--- config.mk ---
export PLATFORM = sky130hd
export DESIGN_NAME = rv_test_monitor
export DESIGN_NICKNAME = d
export VERILOG_FILES = /design/src/rtl/rv_pkg.sv /design/src/rtl/rv_sys_decode.sv /design/src/rtl/rv_test_monitor.sv
export SDC_FILE = /design/constraint.sdc
export NUM_CORES = 1
export LEC_CHECK = 0
export ABC_AREA = 1
export BUFFER_PORTS_ARGS = -buffer_cell sky130_fd_sc_hd__buf_2
export CORE_MARGIN = 1.5
export CORE_UTILIZATION = 54
export DETAILED_ROUTE_END_ITERATION = 8
export PLACE_DENSITY = 0.81
export SLEW_MARGIN = 15
export SYNTH_ARGS = -nofsm -noshare
export SYNTH_HDL_FRONTEND = slang
export SYNTH_SLANG_ARGS = --single-unit
--- constraint.sdc ---
create_clock -name clk -period 1.8 [get_ports clk]
set_input_delay 0.18 -clock clk [delete_from_list [all_inputs] [get_ports clk]]
set_output_delay 0.18 -clock clk [all_outputs]
set_load 0.005 [all_outputs]
--- src/rtl/rv_pkg.sv ---
// Shared types and RISC-V SYSTEM-opcode constants for the test-end monitor.
package rv_pkg;

  typedef enum logic [1:0] {
    RUN   = 2'd0,
    DUMP  = 2'd1,
    CHECK = 2'd2,
    DONE  = 2'd3
  } state_t;

  localparam logic [6:0]  OPCODE_SYSTEM  = 7'b1110011;
  localparam logic [2:0]  FUNCT3_PRIV    = 3'b000;
  localparam logic [11:0] FUNCT12_ECALL  = 12'h000;
  localparam logic [11:0] FUNCT12_EBREAK = 12'h001;

endpackage

--- src/rtl/rv_sys_decode.sv ---
// Combinational detect of a retiring ECALL/EBREAK that ends the test program.
module rv_sys_decode
  import rv_pkg::*;
(
  input  logic        inst_valid,
  input  logic [31:0] inst,
  output logic        trigger
);

  logic is_env;
  logic unused_fields;

  // rs1/rd are not part of the end-of-test match
  assign unused_fields = ^{inst[19:15], inst[11:7]};

  always_comb begin
    is_env  = (inst[31:20] == FUNCT12_ECALL) || (inst[31:20] == FUNCT12_EBREAK);
    trigger = inst_valid && (inst[6:0] == OPCODE_SYSTEM) &&
              (inst[14:12] == FUNCT3_PRIV) && is_env;
  end

endmodule

--- src/rtl/rv_test_monitor.sv ---
// End-of-test monitor: on ECALL/EBREAK or timeout, dumps the register file
// through the debug read port and reports the verdict held in x[PASS_REG].
//
// state | meaning
// RUN   | program running, cycle counter active, waiting for trigger/timeout
// DUMP  | stepping debug read address; strobes trail reads by one cycle
// CHECK | last strobe seen, verdict computed from captured result
// DONE  | verdict outputs held until reset
module rv_test_monitor
  import rv_pkg::*;
#(
  parameter int XLEN     = 32,
  parameter int NREGS    = 32,
  parameter int PASS_REG = 3,
  parameter int TIMEOUT  = 5000
) (
  input  logic                     clk,
  input  logic                     rst,
  input  logic                     inst_valid,
  input  logic [31:0]              inst,
  output logic [$clog2(NREGS)-1:0] rf_raddr,
  input  logic [XLEN-1:0]          rf_rdata,
  output logic                     dump_valid,
  output logic [$clog2(NREGS)-1:0] dump_idx,
  output logic [XLEN-1:0]          dump_data,
  output logic                     done,
  output logic                     pass,
  output logic [XLEN-1:0]          fail_test,
  output logic                     timed_out
);

  localparam int              AW      = $clog2(NREGS);
  localparam logic [AW:0]     LAST_RD = (AW+1)'(NREGS);
  localparam logic [AW-1:0]   RES_IDX = AW'(PASS_REG);
  localparam logic [31:0]     TMO     = 32'(TIMEOUT);
  localparam logic [XLEN-1:0] ONE     = XLEN'(1);

  state_t          state, state_nxt;
  logic            trigger;
  logic            tmo_hit;
  logic            reading;
  logic [31:0]     cnt;
  logic [AW:0]     rd_cnt;
  logic [XLEN-1:0] result;
  logic            dump_valid_q;
  logic [AW-1:0]   dump_idx_q;

  rv_sys_decode u_sys_decode (
    .inst_valid (inst_valid),
    .inst       (inst),
    .trigger    (trigger)
  );

  assign tmo_hit = (TMO != 32'd0) && (cnt == TMO - 32'd1);
  assign reading = (state == DUMP) && (rd_cnt != LAST_RD);

  always_ff @(posedge clk) begin
    if (rst) state <= RUN;
    else     state <= state_nxt;
  end

  always_comb begin
    state_nxt = state;
    case (state)
      RUN:     if (trigger || tmo_hit) state_nxt = DUMP;
      DUMP:    if (rd_cnt == LAST_RD) state_nxt = CHECK;
      CHECK:   state_nxt = DONE;
      DONE:    state_nxt = DONE;
      default: state_nxt = RUN;
    endcase
  end

  always_ff @(posedge clk) begin
    if (rst) begin
      cnt          <= '0;
      rd_cnt       <= '0;
      result       <= '0;
      dump_valid_q <= 1'b0;
      dump_idx_q   <= '0;
      done         <= 1'b0;
      pass         <= 1'b0;
      fail_test    <= '0;
      timed_out    <= 1'b0;
    end else begin
      dump_valid_q <= reading;
      dump_idx_q   <= reading ? rd_cnt[AW-1:0] : '0;

      if (state == RUN) begin
        if (cnt != TMO) cnt <= cnt + 32'd1;
        // trigger beats a coincident timeout
        if (!trigger && tmo_hit) timed_out <= 1'b1;
      end

      if (reading) rd_cnt <= rd_cnt + (AW+1)'(1);
      else if (state != DUMP) rd_cnt <= '0;

      if (dump_valid_q && (dump_idx_q == RES_IDX)) result <= rf_rdata;

      if (state == CHECK) begin
        done      <= 1'b1;
        pass      <= (result == ONE);
        fail_test <= result >> 1;
      end
    end
  end

  assign rf_raddr   = reading ? rd_cnt[AW-1:0] : '0;
  assign dump_valid = dump_valid_q;
  assign dump_idx   = dump_idx_q;
  // read data arrives one cycle after the address, aligned with the strobe
  assign dump_data  = dump_valid_q ? rf_rdata : '0;

endmodule

==> metrics <==
Setup WS pre-CTS approximately 0.17 ns; Post-DP HPWL 9.702 mm; H-tree depth 3; Power Dens Cells 689.3 nW/µm²; Clock Tree Root clkbuf_8; Min-Delay Path Class in -> reg; vias in the first global route 5,037; Worst-Margin Slew 0.5566 ns; Max VDD drop roughly 750 µV; Crit Path Category reg -> out; Finished Layout Cells 1,181; initial antenna violation count 0; GRT Overall Usage 0.2465; worst r2r src cnt[3]; first-pass GRT wire length 22.54 mm; Avg WL per Cell approximately 12 µm; hold slack ~0.033 ns; combinational share of power 0.121; commonest non-fill, non-tap cell in the layout nand2_1; n_diodes 0; Clk pwr share 0.314; row count 37; post-synthesis compound-gate area fraction 0.09196; switching power 1.271 mW; multi-input logic area 2848 µm²; die height between 100 and 150 µm; largest family of logic cells by synthesized area simple AND/OR/NAND/NOR gates; R2R depth 8; Cell Int Power 3.381 mW; crit path max fanout 5; crit path DAT 1.52 ns; initial core utilization 0.5560; Inserted Clock Buffers 9; Setup WS post-layout 0.1018 ns; switch share 0.2732; post-synthesis sequential area ratio 0.3924; Core Area 10,280 µm²; flop-to-flop setup slack about 0.19 ns; syn_area_per_cell 6.259 µm²; DRC violations left 0; Critical Path End rf_raddr[1]; Layout Area Growth over Synthesis 18.11%; Tcrit/Tclk final 0.9434; CP startpoint kind flop; synthesized instance count 913; pins over their slew limit 0; Routed Antenna Nets 0; Net Count, Synth 984; maxcap violations 0; most frequent cells in the layout 270 x nand2_1, 174 x nor2_1, 132 x buf_2, 113 x inv_1, 110 x dfxtp_1; crit end category output port; Register Area 2245 µm²; xor and xnor fraction of the mapped netlist area 0.01379; CP startpoint rd_cnt[0]; Slew HR 0.6289; minimum clock period after layout 1.698 ns; TNS Setup 0 ns; final hold vios 0; YS warnings 0; clock sinks 112; PortBufs 132; Leak 3.369 nW; DR iter-0 viols 409; Die W 105.9 µm; drt pass-1 iters 5; maximum clock rate 0.5889 GHz; clock transition at the registers of the reported paths 0.11 ns; CP required between 1.5 and 2 ns; worst-case clock buffer depth 2; # setup viols final 0; CTS tree built; placed cell count about 1.2k; post-synthesis register bit count 112; detailed-route via count between 5k and 6k; Via density roughly 5; status complete, no violations; proportion of synthesized area in mux cells 0; Routed WL between 10 and 15 mm; largest net degree at the start of global routing 63; # fillers 964; Synth Area in Adders 0.008758; Nets 1,112; post-synthesis simple-gate area fraction 0.3786; GRT overflow 0; routability cong. just under 0.9; sequential fraction of design power 0.564; die area roughly 11,000 µm²; proportion of layout cells with a drive suffix above 1 0.1818; Post-Syn Area 5714 µm²; io pins 145; Worst-Skew Late Latency 0.38 ns; Distinct cells, synth 28; Worst Skew ~0.011 ns; RR Endpoint cnt[17]
## per-stage QoR
| stage | cell area [µm²] | util | power (mW) |
|---|---|---|---|
| 2_1_floorplan | 5714 | - | 2.993 |
| 3_3_place_gp | 6509 | 0.6333 | 3.221 |
| 3_5_place_dp | 6509 | 0.6333 | 3.228 |
| 4_1_cts | 6705 | 0.6524 | 4.671 |
| 5_1_grt | 6749 | 0.6567 | 4.857 |
| 6_report | 6749 | 0.6567 | 4.652 |
## kinds of logic after synthesis
group                    Yosys count
AO/OA/AOI/OAI                    104
flip-flops                       112
other                              1
adder cells (fa/ha/maj)            4
XOR/XNOR                           9
buffers and inverters            155
AND/OR/NAND/NOR                  528
## critical path, cell delays in order, from the launching register on
cell	delay (ns)
dfxtp_2	0.36
inv_2	0.06
ha_1	0.19
nand4_1	0.11
nand2_2	0.07
buf_4	0.15
nor2_1	0.08
buf_2	0.12
## cell usage after synthesis (all sizes together)
library cell  number  share of area
inv              116          0.076
nand4             23          0.025
ha                 4         0.0088
nor4b              1         0.0042
xnor2              3         0.0046
nor3               4         0.0035
xor2               6         0.0092
dfxtp            112           0.39
a21oi             64          0.056
o21ai             38          0.033
clkbuf            18          0.012
nand3             43          0.039
nor2             181           0.12
o31ai              2         0.0026
buf               20          0.025
nor4               1         0.0011
clkinv             1        0.00066
nand2            275           0.18
conb               1        0.00066
## how the worst min path moves through the flow
stage | from | endpoint | cells past startpoint
floorplan | rf_rdata[0] | result[0] | 2
global placement | rf_rdata[25] | result[25] | 3
detailed placement | rf_rdata[25] | result[25] | 3
CTS | rf_rdata[20] | result[20] | 3
global route | rf_rdata[31] | result[31] | 3
finish | rf_rdata[20] | result[20] | 3
## power groups by stage
| stage | combinational [mW] | clock (mW) | sequential [mW] |
|---|---|---|---|
| detailed placement | 0.548 | 0 | 2.68 |
| global route | 0.637 | 1.58 | 2.64 |
| finish | 0.565 | 1.46 | 2.63 |
| CTS | 0.554 | 1.49 | 2.62 |
| floorplan | 0.319 | 0 | 2.67 |
| global placement | 0.540 | 0 | 2.68 |
## sequential cells by signal (all words and copies together), names as in the netlist
signal      cells
cnt            32
result         32
fail_test      31
rd_cnt          6
dump_idx        5
state           2
done            1
dump_valid      1
pass            1
timed_out       1
## layer usage
metal / GRT usage / vias up / routed length [µm]
met2: 0.3998 / 117 / 6317
met3: 0.04638 / 16 / 619
met4: 0.07625 / 0 / 206
met1: 0.3319 / 2568 / 6522
li1: - / 3070 / -
met5: 0 / - / 0
## repair_timing
| item | 4_1_cts | 5_1_grt |
|---|---|---|
| pin swaps | 0 | 2 |
| gates resized for setup | 2 | 8 |
| hold buffers | 0 | 0 |
| endpoints found under the setup margin | 4 | 28 |
| setup buffers | 1 | 3 |
## layout make-up
class                   instances  share of cell area
well taps                     136             0.02521
multi-input cells             646              0.4220
clock buffers                  11             0.02243
clock inverters                 4            0.005006
inverters                     117             0.06507
flip-flops and latches        112              0.3326
repair buffers                155              0.1277
No activity file was read; power rests on OpenSTA's default activity.
